**src/rtl/ram_loader_pkg.sv**
```systemverilog
// Shared definitions for the RAM program loader.
// Optional checksum feature: define RAM_LOADER_CHECKSUM_EN.
package mc_pkg;

    localparam int unsigned DATA_W_DEF = 8;
    localparam int unsigned ADDR_W_DEF = 4;
    localparam int unsigned DEPTH      = 2 ** ADDR_W_DEF;

    typedef enum logic [1:0] {
        ST_IDLE  = 2'd0,
        ST_LOAD  = 2'd1,
        ST_DONE  = 2'd2
`ifdef RAM_LOADER_CHECKSUM_EN
        ,
        ST_CHECK = 2'd3
`endif
    } loader_state_t;

endpackage

```
**src/rtl/ram_loader_if.sv**
```systemverilog
// Source/RAM-side bundle of the loader.
// Optional checksum feature: define RAM_LOADER_CHECKSUM_EN (adds err).
interface ram_loader_if
    import mc_pkg::*;
#(
    parameter int unsigned DATA_W = DATA_W_DEF,
    parameter int unsigned ADDR_W = ADDR_W_DEF
);
    logic              start;
    logic              in_valid;
    logic [DATA_W-1:0] in_data;
    logic              in_ready;
    logic              mem_write;
    logic [ADDR_W-1:0] mem_addr;
    logic [DATA_W-1:0] mem_data;
    logic              busy;
    logic              done;
`ifdef RAM_LOADER_CHECKSUM_EN
    logic              err;
`endif

    // Controller / byte source side.
    modport master (
`ifdef RAM_LOADER_CHECKSUM_EN
        input  err,
`endif
        output start, in_valid, in_data,
        input  in_ready, mem_write, mem_addr, mem_data, busy, done
    );

    // Loader side.
    modport slave (
`ifdef RAM_LOADER_CHECKSUM_EN
        output err,
`endif
        input  start, in_valid, in_data,
        output in_ready, mem_write, mem_addr, mem_data, busy, done
    );

endinterface

```
**src/rtl/ram_loader_addr_counter.sv**
```systemverilog
// Write-address counter: clear, increment, saturates at the last address.
module load_addr_counter #(
    parameter int unsigned ADDR_W = 4
) (
    input  logic              clk,
    input  logic              rst,
    input  logic              clear,
    input  logic              inc,
    output logic [ADDR_W-1:0] count,
    output logic              last_c
);

    assign last_c = (count == {ADDR_W{1'b1}});

    // Count accepted bytes; holding at the top keeps it from wrapping in a load.
    always_ff @(posedge clk) begin
        if (rst || clear) begin
            count <= '0;
        end else if (inc && !last_c) begin
            count <= count + ADDR_W'(1);
        end
    end

endmodule

```
**src/rtl/ram_loader.sv**
```systemverilog
// Streams DEPTH bytes from a valid/ready source into a RAM write port.
// Optional checksum feature: define RAM_LOADER_CHECKSUM_EN.
module ram_loader
    import mc_pkg::*;
#(
    parameter int unsigned DATA_W = DATA_W_DEF,
    parameter int unsigned ADDR_W = ADDR_W_DEF
) (
    input  logic         clk,
    input  logic         rst,
    ram_loader_if.slave  bus
);

    localparam int unsigned DEPTH = 2 ** ADDR_W;

    loader_state_t     state;
    logic [ADDR_W-1:0] count;
    logic              last_c;
    logic              clear_c;
    logic              accept_c;
`ifdef RAM_LOADER_CHECKSUM_EN
    logic [7:0]        sum;
`endif

    assign clear_c  = (state == ST_IDLE) && bus.start;
    assign accept_c = (state == ST_LOAD) && bus.in_ready && bus.in_valid;

    load_addr_counter #(.ADDR_W(ADDR_W)) u_cnt (
        .clk    (clk),
        .rst    (rst),
        .clear  (clear_c),
        .inc    (accept_c),
        .count  (count),
        .last_c (last_c)
    );

    // Loader FSM with registered handshake, RAM-port and status outputs.
    always_ff @(posedge clk) begin
        if (rst) begin
            state         <= ST_IDLE;
            bus.in_ready  <= 1'b0;
            bus.mem_write <= 1'b0;
            bus.mem_addr  <= '0;
            bus.mem_data  <= '0;
            bus.busy      <= 1'b0;
            bus.done      <= 1'b0;
`ifdef RAM_LOADER_CHECKSUM_EN
            bus.err       <= 1'b0;
            sum           <= 8'd0;
`endif
        end else begin
            bus.mem_write <= 1'b0;
            bus.done      <= 1'b0;
            case (state)
                ST_IDLE: begin
                    if (bus.start) begin
                        state        <= ST_LOAD;
                        bus.in_ready <= 1'b1;
                        bus.busy     <= 1'b1;
`ifdef RAM_LOADER_CHECKSUM_EN
                        bus.err      <= 1'b0;
                        sum          <= 8'd0;
`endif
                    end
                end
                ST_LOAD: begin
                    if (accept_c) begin
                        bus.mem_write <= 1'b1;
                        bus.mem_addr  <= count;
                        bus.mem_data  <= bus.in_data;
`ifdef RAM_LOADER_CHECKSUM_EN
                        sum           <= sum + 8'(bus.in_data);
                        if (last_c) begin
                            state <= ST_CHECK;
                        end
`else
                        if (last_c) begin
                            state        <= ST_DONE;
                            bus.in_ready <= 1'b0;
                            bus.busy     <= 1'b0;
                        end
`endif
                    end
                end
`ifdef RAM_LOADER_CHECKSUM_EN
                ST_CHECK: begin
                    // Trailing checksum byte is compared, never written.
                    if (bus.in_valid && bus.in_ready) begin
                        bus.err      <= (8'(bus.in_data) != sum);
                        state        <= ST_DONE;
                        bus.in_ready <= 1'b0;
                        bus.busy     <= 1'b0;
                    end
                end
`endif
                ST_DONE: begin
                    bus.done <= 1'b1;
                    state    <= ST_IDLE;
                end
                default: begin
                    state        <= ST_IDLE;
                    bus.in_ready <= 1'b0;
                    bus.busy     <= 1'b0;
                end
            endcase
        end
    end

    logic unused_depth;
    assign unused_depth = (DEPTH == 0);

endmodule

```
**src/flat_wrapper.sv**
```systemverilog
// flat-port wrapper written by rule: the top's interface ports become plain ports
module ram_loader_flat import mc_pkg::*;
#(
    parameter int unsigned DATA_W = DATA_W_DEF,
    parameter int unsigned ADDR_W = ADDR_W_DEF
)
  (clk, rst, bus_start, bus_in_valid, bus_in_data, bus_in_ready, bus_mem_write, bus_mem_addr, bus_mem_data, bus_busy, bus_done);
  ram_loader_if #(.DATA_W(DATA_W), .ADDR_W(ADDR_W)) bus_i ();
  input  logic clk;
  input  logic rst;
  input wire logic [$bits(bus_i.start)-1:0] bus_start;
  input wire logic [$bits(bus_i.in_valid)-1:0] bus_in_valid;
  input wire logic [$bits(bus_i.in_data)-1:0] bus_in_data;
  output wire logic [$bits(bus_i.in_ready)-1:0] bus_in_ready;
  output wire logic [$bits(bus_i.mem_write)-1:0] bus_mem_write;
  output wire logic [$bits(bus_i.mem_addr)-1:0] bus_mem_addr;
  output wire logic [$bits(bus_i.mem_data)-1:0] bus_mem_data;
  output wire logic [$bits(bus_i.busy)-1:0] bus_busy;
  output wire logic [$bits(bus_i.done)-1:0] bus_done;
  assign bus_i.start = bus_start;
  assign bus_i.in_valid = bus_in_valid;
  assign bus_i.in_data = bus_in_data;
  assign bus_in_ready = bus_i.in_ready;
  assign bus_mem_write = bus_i.mem_write;
  assign bus_mem_addr = bus_i.mem_addr;
  assign bus_mem_data = bus_i.mem_data;
  assign bus_busy = bus_i.busy;
  assign bus_done = bus_i.done;
  ram_loader #(.DATA_W(DATA_W), .ADDR_W(ADDR_W)) u_core (.clk(clk), .rst(rst), .bus(bus_i));
endmodule
```
**config.mk**
```make
export PLATFORM = sky130hd
export DESIGN_NAME = ram_loader_flat
export DESIGN_NICKNAME = d
export VERILOG_FILES = /design/src/rtl/ram_loader_pkg.sv /design/src/rtl/ram_loader_if.sv /design/src/rtl/ram_loader_addr_counter.sv /design/src/rtl/ram_loader.sv /design/src/flat_wrapper.sv
export SDC_FILE = /design/constraint.sdc
export NUM_CORES = 1
export LEC_CHECK = 0
export ABC_AREA = 1
export BUFFER_PORTS_ARGS = -buffer_cell sky130_fd_sc_hd__clkbuf_2
export CORE_UTILIZATION = 41
export CTS_BUF_LIST = sky130_fd_sc_hd__clkbuf_8
export CTS_CLUSTER_SIZE = 40
export DETAILED_ROUTE_END_ITERATION = 10
export HOLD_SLACK_MARGIN = 0.03
export PLACE_DENSITY_LB_ADDON = 0.05
export SLEW_MARGIN = 10
export SYNTH_ARGS = -nofsm -noshare
export SYNTH_HDL_FRONTEND = slang
export SYNTH_SLANG_ARGS = --single-unit
```
**constraint.sdc**
```tcl
create_clock -name clk -period 1.9 [get_ports clk]
set_clock_uncertainty 0.05 [all_clocks]
set_input_delay 0.19 -clock clk [delete_from_list [all_inputs] [get_ports clk]]
set_output_delay 0.19 -clock clk [all_outputs]
set_load 0.01 [all_outputs]
```
After elaboration in Yosys (flattened, before gate mapping)
Index checks and enable logic that the tools add are counted.
{ "totals": {"register_bits": 21, "word_cells": 37, "out_inout_bits": 16, "inputBits": 12} }
{ "classes": {"reduce_logical": 11, "mux": 10, "bitwise": 2, "n_eq_ne": 6, "n_addsub": 1} }
{ "op_table": {"columns": ["op", "n"], "rows": [
  ["two-way mux 2 bit", 3],
  ["inequality test 2 bit (second input constant)", 3],
  ["two-way mux 1 bit", 5],
  ["adder 4 x 1 -> 4 bit (second input constant)", 1],
  ["== test 4 bit (second input constant)", 1],
  ["logical AND 1 bit", 4],
  ["case mux 2 bit (2 select lines)", 1],
  ["AND reduction 4 bit", 1],
  ["case mux 1 bit (3 select lines)", 1],
  ["AND reduction 3 bit", 1],
  ["== test 2 x 1 -> 1 bit (second input constant)", 1],
  ["== test 2 bit (second input constant)", 1],
  ["logical NOT 2 bit", 1],
  ["inverter 1 bit", 2],
  ["AND reduction 2 bit", 1],
  ["OR reduction 2 bit", 1],
  ["logical NOT 1 bit", 1],
  ["logical OR 1 bit", 1]
]} }

Depth between registers and ports, before layout
Gate-level depths: netlist of run 1.
{ "logic_depth": {"word_depth": 5, "depth_mapped": 6, "depth_no_buf": 6} }

Modules after synthesis
From an unflattened synthesis of run 1, not the netlist that was laid out.
{ "hier_totals": {"cells_unflattened": 133, "area_unflattened_um2": 937.1} }
{ "by_module_without_submodules": {"columns": ["mod", "area_each_um2", "cells_per_inst", "seq_area_each_um2", "n_inst"], "rows": [
  ["ram_loader", 737.0, 104, 340.3, 1],
  ["load_addr_counter", 200.2, 29, 80.1, 1]
]} }

Least setup slack after synthesis of run 1
Ideal clock, no wire load.
{ "synth_path": {"path_type": "reg2reg", "startpoint": "reg u_core.u_cnt.count[0]", "endpoint": "reg u_core.bus.in_ready", "required_ns": 1.741, "setup_time_ns": 0.109, "period_less_slack_ns": 1.136, "slack_ns": 0.764, "path_buffers": 0, "arrival_ns": 0.977, "path_stages_with_launch": 7, "cell_sequence": "dfxtp_1 -> ha_1 -> nand3_2 -> nor2_1 -> o21ai_0 -> nand2_1 -> inv_1"} }
{ "synth_via": {"elab_chain_len": 3} }
{ "synth_lines": {"columns": ["item", "line", "source"], "rows": [
  ["from (decl)", "ram_loader_addr_counter.sv:9", "output logic [ADDR_W-1:0] count,"],
  ["from (signal assigned)", "ram_loader_addr_counter.sv:20", "count <= count + ADDR_W'(1);"],
  ["== test 4 bit", "ram_loader_addr_counter.sv:13", "assign last_c = (count == {ADDR_W{1'b1}});"],
  ["inequality test 2 bit (no source line)", null, null],
  ["AND reduction 4 bit (no source line)", null, null],
  ["to (signal assigned)", "ram_loader.sv:41", "bus.in_ready <= 1'b0;"],
  ["to (signal assigned)", "ram_loader.sv:58", "bus.in_ready <= 1'b1;"],
  ["to (signal assigned)", "ram_loader.sv:79", "bus.in_ready <= 1'b0;"],
  ["to (decl)", "ram_loader_if.sv:37", "output in_ready, mem_write, mem_addr, mem_data, busy, done"]
]} }
No other way between the ends.
A chain may end at the register's enable or synchronous reset.

Final worst setup path of run 1
Same ends and word-level chain as after synthesis.

==> flow_metrics.tcl, run 1 <==
set metrics [dict create \
    grt_util_all_layers_pct 17.48 \
    die_w_um 47.22 \
    postSynthAreaPerCell_um2 7.835 \
    cts_inserted_buffers 3 \
    cts_hold_buf 0 \
    cts_post_setup_buffers_inserted 0 \
    dp_hpwl_um 1221 \
    finalMaxSlewViolations 0 \
    power_frac_comb_pct 8.3 \
    start_util_pct 46.05 \
    remaining_drc_errors 0 \
    yosysMostFrequentCell "sky130_fd_sc_hd__nor2_1" \
    timing.final.hold_violations 0 \
    die-area_um2 2229 \
    status "finished clean" \
    cts_buffer_depth 2 \
    hold_path.class "in -> reg" \
    power_report.internal_total_mw 0.6231 \
    diodes 0 \
    p_switching_mw 0.1833 \
    routed_wirelength_um 1655 \
    timing.critical_path.required_ns 2.01 \
    fin_setup_tns_ns 0 \
    power.switching_fraction_pct 22.73 \
    syn-cell-area_um2 838.3 \
    cp-end-kind "flop" \
    path_class "reg -> reg" \
    dr_total_vias 737 \
    vdd_drop_max_mv 0.4925 \
    maxSlewHeadroom_pct 77.02 \
    core_region_area_um2 1821 \
    maxClockFrequency_mhz 778.9 \
    library_cell_with_the_largest_summed_area_after_synthesis "sky130_fd_sc_hd__dfxtp_1" \
    layout.nets 148 \
    num_clock_sinks 21 \
    post_route_cells_drive_above_1_share_pct 29.85 \
    post_cts_resize_count 0 \
    grt_antenna_before_repair 0 \
    crit_path_start_kind "flop" \
    port-buffer-count 27 \
    async_reset_ff_share_pct 0 \
    critical_path_peak_fanout 6 \
    syn_inst 107 \
    dr.pass1.iters 3 \
    fin_cells 159 \
    seq_power_share_pct 57.1 \
    grt_max_degree 16 \
    rsz0062_at_grt "no" \
    synth_seq_area_share_pct 50.15 \
    root_buffer "sky130_fd_sc_hd__clkbuf_8" \
    place_inst 155 \
    finalWeightedCongestion 0.8234 \
    placement_rows 15 \
    synth.top_cells.by_area "sky130_fd_sc_hd__dfxtp_1 (50%), sky130_fd_sc_hd__nor2_1 (12%), sky130_fd_sc_hd__o21ai_0 (7.8%)" \
    synth_top_flop_cell "sky130_fd_sc_hd__dfxtp_1" \
    worst_slew_pin_slew_ns 0.3443 \
    tritoncts "done" \
    clkTransAtPathRegs_ns 0.07 \
    chipHeight_um 47.22 \
    final_antenna_net_count 0 \
    nets_in_the_synthesized_netlist 120 \
    timing.final.setup_violations 0 \
    max_cap_viols 0 \
    critPathArrivalTime_ns 1.40 \
    avgViaCountPerCell 4.635 \
    areaGrowthSynthToFinish_pct 21.94 \
    drt_first_iter_violations 6 \
    insertion_delay_of_the_later_clocked_pin_in_the_worst_skew_pair_ns 0.26 \
    synthesis.yosys.warnings 0 \
    hold-worst-slack_ns 0.1007 \
    period_needed_ns 1.284 \
    grt_overflow 0 \
    post-route-period-util_pct 67.58 \
    power.density_nw_per_um2 788.9 \
    leakagePower_nw 0.5136 \
    ios 28 \
    yosysUniqueCellTypes 21 \
    synth-edff-count 0 \
    avgRoutedWirePerCell_um 10.41 \
    grt_first_pass_wirelength_um 2622 \
    synth_top_cell_area_share_pct 50.15 \
    clock_share_of_power_pct 34.6 \
    htreeDepth 1 \
    synth_common_cells "sky130_fd_sc_hd__nor2_1 (26), sky130_fd_sc_hd__dfxtp_1 (21), sky130_fd_sc_hd__o21ai_0 (13)" \
    vias_in_the_first_global_route 621 \
    synth_seq_cells 21 \
    layout.core_utilization_pct 56.15 \
]
[metal layers]
| layer | wire, um | track usage, % | vias up |
|---|---|---|---|
| met4 | 26 | 8.571 | 0 |
| li1 | - | - | 392 |
| met5 | 0 | 0 | - |
| met2 | 801 | 29.44 | 12 |
| met3 | 60 | 6.923 | 4 |
| met1 | 767 | 19.11 | 329 |
[sequential cells by signal, indices dropped and copies added, names as in the netlist]
signal	flops
u_core.bus.done	1
u_core.u_cnt.count	4
u_core.bus.in_ready	1
u_core.bus.mem_addr	4
u_core.state	2
u_core.bus.mem_data	8
u_core.bus.mem_write	1
[through the flow]
step           area [um^2]  setup slack (ns)  power, mW
2_1_floorplan        838.3            0.7645     0.5111
3_3_place_gp         977.2            0.6248     0.5368
3_5_place_dp         977.2            0.6265     0.5381
4_1_cts               1022            0.6142     0.8219
5_1_grt               1022            0.4642     0.8480
6_report              1022            0.6161     0.8064
[area by class of cell]
class	count	area, um^2
inverters	9	33.78
clock inverters	1	3.754
flip-flops and latches	21	420.4
clock buffers	3	41.29
well taps	25	31.28
multi-input cells	73	356.6
fillers	197	798.3
repair buffers	27	135.1
[critical path: stages (launching register included)]
cell,delay [ns]
sky130_fd_sc_hd__dfxtp_1,0.42
sky130_fd_sc_hd__ha_1,0.23
sky130_fd_sc_hd__nand3_2,0.15
sky130_fd_sc_hd__nor2_1,0.14
sky130_fd_sc_hd__o21ai_0,0.10
sky130_fd_sc_hd__nand2_1,0.07
sky130_fd_sc_hd__inv_1,0.03
[cells in the final DEF (no fill, tap or decap)]
cell | synthesis | final
sky130_fd_sc_hd__nor2_2 | 2 | 2
sky130_fd_sc_hd__ha_1 | 1 | 1
sky130_fd_sc_hd__a21oi_1 | 5 | 5
sky130_fd_sc_hd__clkbuf_2 | 0 | 27
sky130_fd_sc_hd__nand3b_1 | 1 | 1
sky130_fd_sc_hd__nand2_2 | 4 | 4
sky130_fd_sc_hd__nor3_2 | 1 | 1
sky130_fd_sc_hd__nor2_4 | 1 | 1
sky130_fd_sc_hd__inv_2 | 1 | 1
sky130_fd_sc_hd__nand4_1 | 1 | 1
sky130_fd_sc_hd__nor3_1 | 1 | 1
sky130_fd_sc_hd__nand2_1 | 12 | 12
sky130_fd_sc_hd__xor2_1 | 1 | 1
sky130_fd_sc_hd__o21ai_0 | 13 | 13
sky130_fd_sc_hd__inv_1 | 8 | 9
sky130_fd_sc_hd__clkbuf_8 | 0 | 3
sky130_fd_sc_hd__o21ai_1 | 1 | 1
sky130_fd_sc_hd__nand3_1 | 2 | 2
sky130_fd_sc_hd__nor2_1 | 26 | 26
sky130_fd_sc_hd__nand3_2 | 1 | 1
sky130_fd_sc_hd__dfxtp_1 | 21 | 21
[logic make-up after synthesis]
kind of cell               after synthesis  share of synthesized area [%]
and+or+nand+nor                         52                          28.66
xor gates and xnor gates                 1                          1.045
DFF                                     21                          50.15
AOI/OAI and AO/OA                       19                          11.34
adders and majority gates                1                          1.492
buffers and inverters                   13                          7.312
[power groups by stage]
stage,Clock [mW],Sequential (mW),Combinational (mW)
5_1_grt,0.310,0.461,0.0762
6_report,0.279,0.460,0.0671
4_1_cts,0.294,0.460,0.0683
3_5_place_dp,0,0.470,0.0678
2_1_floorplan,0,0.474,0.0366
3_3_place_gp,0,0.470,0.0673
[worst paths after layout]
path | depth (start not counted) | start | endpoint | slack (ns)
max | 6 | u_core.u_cnt.count[0] | u_core.bus.in_ready | 0.62
min | 3 | bus_in_data[0] | u_core.bus.mem_data[0] | 0.10
max reg2reg | 6 | u_core.u_cnt.count[0] | u_core.bus.in_ready | 0.62
min reg2reg | 1 | u_core.state[0] | u_core.bus.done | 0.44
Power figures use the tool's default switching activity.
==> run 2, diff against run 1 <==
Clock period 1.9 ns to 1.1 ns, I/O delays scaled along.
==> flow_metrics.tcl, run 2 (synthesized netlist as in run 1, its figures left out) <==
set metrics [dict create \
    status "finished clean" \
    critPathSlowestCell "sky130_fd_sc_hd__dfxtp_2" \
    layout.cells.most_common "sky130_fd_sc_hd__clkbuf_2" \
    r2r_start "u_core.u_cnt.count[1]" \
    worst_slew_pin_slew_ns 0.2201 \
    vias_in_the_first_global_route 676 \
    timing.final.hold_violations 0 \
    cts_inserted_buffers 3 \
    port-buffer-count 27 \
    die-area_um2 2229 \
    finalMaxSlewViolations 0 \
    htreeDepth 1 \
    hold_start "bus_in_data[0]" \
    dr_total_vias 799 \
    power.switching_fraction_pct 23.21 \
    power.density_nw_per_um2 1168 \
    die_w_um 47.22 \
    worst_hold_depth 3 \
    grt_max_degree 12 \
    remaining_drc_errors 0 \
    timing.final.setup_violations 0 \
    max_cap_viols 0 \
    maxClockFrequency_mhz 914.4 \
    fin_cells 174 \
    path_class "reg -> reg" \
    period_needed_ns 1.094 \
    avgRoutedWirePerCell_um 9.920 \
    rrSetupSlack_ns 0.006 \
    final_cell_mix "sky130_fd_sc_hd__clkbuf_2 (27), sky130_fd_sc_hd__nor2_1 (21), sky130_fd_sc_hd__dfxtp_1 (16)" \
    layout.core_utilization_pct 67.49 \
    biggestRegsByFlops "u_core.bus.mem_data: 8 flops, u_core.bus.mem_addr: 4 flops, u_core.u_cnt.count: 4 flops" \
    power_frac_comb_pct 10.7 \
    placement_rows 15 \
    vdd_drop_max_mv 0.7965 \
    areaGrowthSynthToFinish_pct 46.57 \
    grt_antenna_before_repair 0 \
    clkTransAtPathRegs_ns 0.07 \
    dr.pass1.iters 4 \
    seq_power_share_pct 55.5 \
    insertion_delay_of_the_later_clocked_pin_in_the_worst_skew_pair_ns 0.25 \
    routed_wirelength_um 1726 \
    cp-end-kind "flop" \
    critPathArrivalTime_ns 1.23 \
    clock_share_of_power_pct 33.8 \
    finalWeightedCongestion 0.8672 \
    layout.nets 163 \
    p_switching_mw 0.3331 \
    worstPathCellList "ha_4 -> nand3_4 -> inv_2 -> nor2_4 -> nand2_1 -> a21oi_2" \
    place_inst 165 \
    dp_hpwl_um 1280 \
    tritoncts "done" \
    grt_first_pass_wirelength_um 2877 \
    max_stage_delay_ns 0.34 \
    min_delay_worst_endpoint "u_core.bus.mem_data[0]" \
    power_report.internal_total_mw 1.102 \
    fillCellCount 160 \
    post-route-period-util_pct 99.42 \
    rr_endpoint "u_core.u_cnt.count[1]" \
    diodes 0 \
    maxSlewHeadroom_pct 85.31 \
    core_region_area_um2 1821 \
    grt_util_all_layers_pct 18.34 \
    grt_overflow 0 \
    root_buffer "sky130_fd_sc_hd__clkbuf_8" \
    avgViaCountPerCell 4.592 \
    leakagePower_nw 0.6022 \
    post_route_cells_drive_above_1_share_pct 44.30 \
    start_util_pct 46.05 \
    largest_register_ffs 8 \
    drt_first_iter_violations 13 \
    reg2reg_depth 6 \
    crit_path_start_kind "flop" \
    critical_path_peak_fanout 5 \
    ios 28 \
    hold_path.class "in -> reg" \
    chipHeight_um 47.22 \
    cts_buffer_depth 2 \
    num_clock_sinks 21 \
    timing.critical_path.required_ns 1.24 \
    largest-register "u_core.bus.mem_data" \
    rsz0062_at_grt "yes" \
    final_antenna_net_count 0 \
]
-- run 2: cell types whose count changed in the layout (fill, tap and decap cells not counted), moves of 4 or more --
cell / change
sky130_fd_sc_hd__nor2_2: +4
sky130_fd_sc_hd__o21ai_1: +5
sky130_fd_sc_hd__dfxtp_1: -5
sky130_fd_sc_hd__o21ai_0: -5
sky130_fd_sc_hd__dlygate4sd3_1: +4
sky130_fd_sc_hd__nor2_1: -5
sky130_fd_sc_hd__dfxtp_2: +4
sky130_fd_sc_hd__buf_4: +8
-- run 2: repair_timing --
| action | in CTS | in global routing |
|---|---|---|
| endpoints found under the setup margin | 15 | 16 |
| endpoints found under the hold margin | 4 | 0 |
| gates cloned | 0 | 0 |
| resized for setup | 5 | 19 |
| buffers inserted | 0 | 1 |
| pin swaps | 1 | 2 |
| hold buffers | 4 | 0 |
-- run 2: per-layer routing --
| layer | global-route usage [%] | wire length (um) | up-vias | part of all wire (%) |
|---|---|---|---|---|
| met4 | 8.571 | 10 | 0 | 0.58 |
| li1 | - | - | 423 | - |
| met5 | 0 | 0 | - | 0 |
| met1 | 25.12 | 846 | 364 | 49 |
| met3 | 3.462 | 40 | 2 | 2.3 |
| met2 | 27.78 | 828 | 10 | 48 |
-- run 2: critical path: cells and delay by family, from the launching register on --
kind | cells | cell delay (ns)
compound gates | 1 | 0.12
flops | 1 | 0.34
buf+inv | 1 | 0.05
simple gates | 3 | 0.30
fa+ha+maj | 1 | 0.17
-- run 2: through the flow --
stage / hold WS [ns] / total power, mW / worst slack (ns) / TNS (ns) / cell area (um^2)
3_3_place_gp: 0.2799 / 0.9410 / -0.003781 / -0.007012 / 1071
4_1_cts: 0.03158 / 1.441 / 0.008416 / 0 / 1179
5_1_grt: 0.03732 / 1.518 / -0.06247 / -0.4058 / 1229
3_5_place_dp: 0.2896 / 0.9424 / -0.05335 / -0.1322 / 1071
2_1_floorplan: 0.1297 / 0.8837 / 0.01282 / 0 / 844.6
6_report: 0.03589 / 1.435 / 0.006432 / 0 / 1229
-- run 2: worst max path at each step --
stage	start	to	slack, ns
finish	u_core.u_cnt.count[1]	u_core.u_cnt.count[1]	0.006
CTS	u_core.u_cnt.count[1]	u_core.u_cnt.count[1]	0.008
global route	u_core.u_cnt.count[1]	u_core.u_cnt.count[1]	-0.06
floorplan	u_core.u_cnt.count[0]	u_core.bus.in_ready	0.01
detailed placement	u_core.u_cnt.count[1]	u_core.u_cnt.count[1]	-0.05
global placement	u_core.state[0]	u_core.bus.mem_addr[1]	-0.004
-- run 2: final cells by class --
class                           instances  area (um^2)  area share, %
Tap cell                               25        31.28          2.546
Timing Repair Buffer                   42        277.8          22.61
Sequential cell                        21        429.2          34.93
Clock inverter                          1        3.754         0.3055
Multi-Input combinational cell         73        411.6          33.50
Clock buffer                            3        41.29          3.360
Inverter                                9        33.78          2.749
-- run 2: power by group through the flow --
stage	sequential [mW]	combinational [mW]	clock [mW]
6_report	0.796	0.153	0.486
5_1_grt	0.799	0.169	0.549
3_5_place_dp	0.813	0.130	0
4_1_cts	0.795	0.143	0.503
2_1_floorplan	0.820	0.0633	0
3_3_place_gp	0.812	0.129	0
==> run 3, diff against run 2 <==
Settings changed: ABC_AREA 1 to unset, CORE_ASPECT_RATIO set to 0.75, CORE_UTILIZATION 41 to 45.
==> flow_metrics.tcl, run 3 <==
set metrics [dict create \
    status "complete, but fails checks" \
    violations "setup timing" \
    layout.nets 152 \
    synthesis.yosys.warnings 0 \
    timing.critical_path.required_ns 1.25 \
    hold_path.class "in -> reg" \
    cts_inserted_buffers 3 \
    cts_buffer_depth 2 \
    root_buffer "sky130_fd_sc_hd__clkbuf_8" \
    syn-cell-area_um2 819.5 \
    dr.pass1.iters 4 \
    synth_seq_cells 21 \
    worst_hold_depth 3 \
    syn_inst 91 \
    reg2reg_depth 4 \
    final_cell_mix "sky130_fd_sc_hd__clkbuf_2 (27), sky130_fd_sc_hd__nand2_1 (18), sky130_fd_sc_hd__dfxtp_1 (16)" \
    p_switching_mw 0.3292 \
    critical_path_peak_fanout 5 \
    clock_share_of_power_pct 34.9 \
    cp-end-kind "flop" \
    finalWeightedCongestion 0.8106 \
    chipHeight_um 38.96 \
    remaining_drc_errors 0 \
    synth_seq_area_share_pct 51.30 \
    postSynthAreaPerCell_um2 9.006 \
    hold_start "bus_in_data[0]" \
    critPathArrivalTime_ns 1.38 \
    drt_first_iter_violations 25 \
    power.switching_fraction_pct 23.15 \
    placedInstanceArea_um2 1081 \
    synth_top_flop_cell "sky130_fd_sc_hd__dfxtp_1" \
    post-route-period-util_pct 112.2 \
    power_report.internal_total_mw 1.093 \
    tritoncts "done" \
    rr_endpoint "u_core.u_cnt.count[0]" \
    placement_rows 12 \
    maxSlewHeadroom_pct 84.74 \
    grt_util_all_layers_pct 22.04 \
    synth_top_cell_area_share_pct 51.30 \
    die-area_um2 1998 \
    timing.final.hold_violations 0 \
    max_cap_viols 0 \
    grt_antenna_before_repair 0 \
    grt_first_pass_wirelength_um 2967 \
    avgRoutedWirePerCell_um 13.94 \
    final_antenna_net_count 0 \
    htreeDepth 1 \
    start_util_pct 51.49 \
    insertion_delay_of_the_later_clocked_pin_in_the_worst_skew_pair_ns 0.26 \
    ios 28 \
    stdcell_area_um2 1303 \
    biggestRegsByFlops "u_core.bus.mem_data: 8 flops, u_core.bus.mem_addr: 4 flops, u_core.u_cnt.count: 4 flops" \
    dp_hpwl_um 1364 \
    async_reset_ff_share_pct 0 \
    synth.top_cells.by_area "sky130_fd_sc_hd__dfxtp_1 (51%), sky130_fd_sc_hd__nand2_1 (11%), sky130_fd_sc_hd__a21oi_1 (9.2%)" \
    layout.cells.most_common "sky130_fd_sc_hd__clkbuf_2" \
    port-buffer-count 27 \
    finalMaxSlewViolations 0 \
    period_needed_ns 1.235 \
    rsz0062_at_grt "yes" \
    nets_in_the_synthesized_netlist 104 \
    min_delay_worst_endpoint "u_core.bus.mem_data[0]" \
    crit_path_start_kind "flop" \
    power_frac_comb_pct 10.2 \
    avgViaCountPerCell 5.289 \
    largest-register "u_core.bus.mem_data" \
    routed_wirelength_um 2217 \
    dr_total_vias 841 \
    leakagePower_nw 0.5676 \
    core_region_area_um2 1592 \
    synth-edff-count 0 \
    areaGrowthSynthToFinish_pct 58.93 \
    place_inst 148 \
    cp-startpoint "u_core.u_cnt.count[1]" \
    timing.final.setup_violations 17 \
    grt_overflow 0 \
    maxClockFrequency_mhz 809.9 \
    path_class "reg -> reg" \
    seq_power_share_pct 54.9 \
    largest_register_ffs 8 \
    post_route_cells_drive_above_1_share_pct 55.07 \
    worst_slew_pin_slew_ns 0.2289 \
    power.density_nw_per_um2 1092 \
    synth_common_cells "sky130_fd_sc_hd__nand2_1 (24), sky130_fd_sc_hd__dfxtp_1 (21), sky130_fd_sc_hd__a21oi_1 (15)" \
    vdd_drop_max_mv 1.174 \
    grt_max_degree 18 \
    clkTransAtPathRegs_ns 0.07 \
    diodes 0 \
    vias_in_the_first_global_route 663 \
    r2r_start "u_core.u_cnt.count[1]" \
    rrSetupSlack_ns -0.13 \
    num_clock_sinks 21 \
    yosysMostFrequentCell "sky130_fd_sc_hd__nand2_1" \
    library_cell_with_the_largest_summed_area_after_synthesis "sky130_fd_sc_hd__dfxtp_1" \
    fin_cells 159 \
    yosysUniqueCellTypes 23 \
    die_w_um 51.28 \
    setup_ws_ns -0.1347 \
]
==> run 3: kinds of logic (layout without fill, tap and decap cells) <==
family          Yosys count  in the layout  synth area share (%)
compound gates           22             22                 16.49
flops                    21             21                 51.30
fa+ha+maj                 1              1                 1.526
buf+inv                   6             53                 5.038
simple gates             41             41                 25.65
==> run 3: timing repair <==
item / 4_1_cts / 5_1_grt
gates resized for setup: 10 / 18
hold buffers: 7 / 0
hold endpoints to repair: 7 / 0
pin swaps: 4 / 11
setup buffers: 0 / 0
endpoints found under the setup margin: 18 / 18
==> run 3: worst max-delay path by stage <==
stage / slack (ns) / end / cells after the start
2_1_floorplan: -0.10 / u_core.u_cnt.count[0] / 4
3_3_place_gp: -0.1 / u_core.u_cnt.count[0] / 4
3_5_place_dp: -0.12 / u_core.u_cnt.count[0] / 4
4_1_cts: -0.14 / u_core.u_cnt.count[0] / 4
5_1_grt: -0.21 / u_core.bus.mem_data[6] / 4
6_report: -0.13 / u_core.u_cnt.count[0] / 4
==> run 3: layout make-up <==
type | instances | area, um^2
clock inverters | 1 | 3.754
repair buffers | 49 | 329.1
fillers | 112 | 289.0
flip-flops and latches | 21 | 434.2
multi-input cells | 64 | 467.9
clock buffers | 3 | 41.29
well taps | 21 | 26.28
==> run 3: metrics by stage <==
stage	utilization [%]	setup TNS, ns	hold WS (ns)	setup slack (ns)	power, mW
5_1_grt	81.84	-1.991	0.03276	-0.2142	1.485
6_report	81.84	-1.241	0.03643	-0.1347	1.422
4_1_cts	77.36	-0.7370	0.04651	-0.1377	1.421
2_1_floorplan	-	-0.1864	0.1960	-0.1030	0.8515
3_3_place_gp	67.92	-1.135	0.2835	-0.09576	0.9002
3_5_place_dp	67.92	-1.412	0.2908	-0.1185	0.9019
==> run 3: layer usage <==
layer	global-route usage [%]	wire (um)	up-vias
li1	-	-	409
met4	12.16	31	0
met3	7.059	100	4
met1	25.48	978	403
met2	36.84	1106	25
met5	0	0	-
==> run 3: critical path, stage by stage (launching register included) <==
cell and delay, ns:
sky130_fd_sc_hd__dfxtp_4 0.36, sky130_fd_sc_hd__ha_4 0.15, sky130_fd_sc_hd__and3_4 0.19, sky130_fd_sc_hd__or3_1 0.30
sky130_fd_sc_hd__a21oi_1 0.12
==> run 3: power groups by stage <==
stage | registers (mW) | logic (mW) | clock network [mW]
2_1_floorplan | 0.804 | 0.0473 | 0
3_3_place_gp | 0.798 | 0.102 | 0
3_5_place_dp | 0.799 | 0.103 | 0
4_1_cts | 0.781 | 0.131 | 0.510
5_1_grt | 0.782 | 0.156 | 0.547
6_report | 0.781 | 0.146 | 0.496
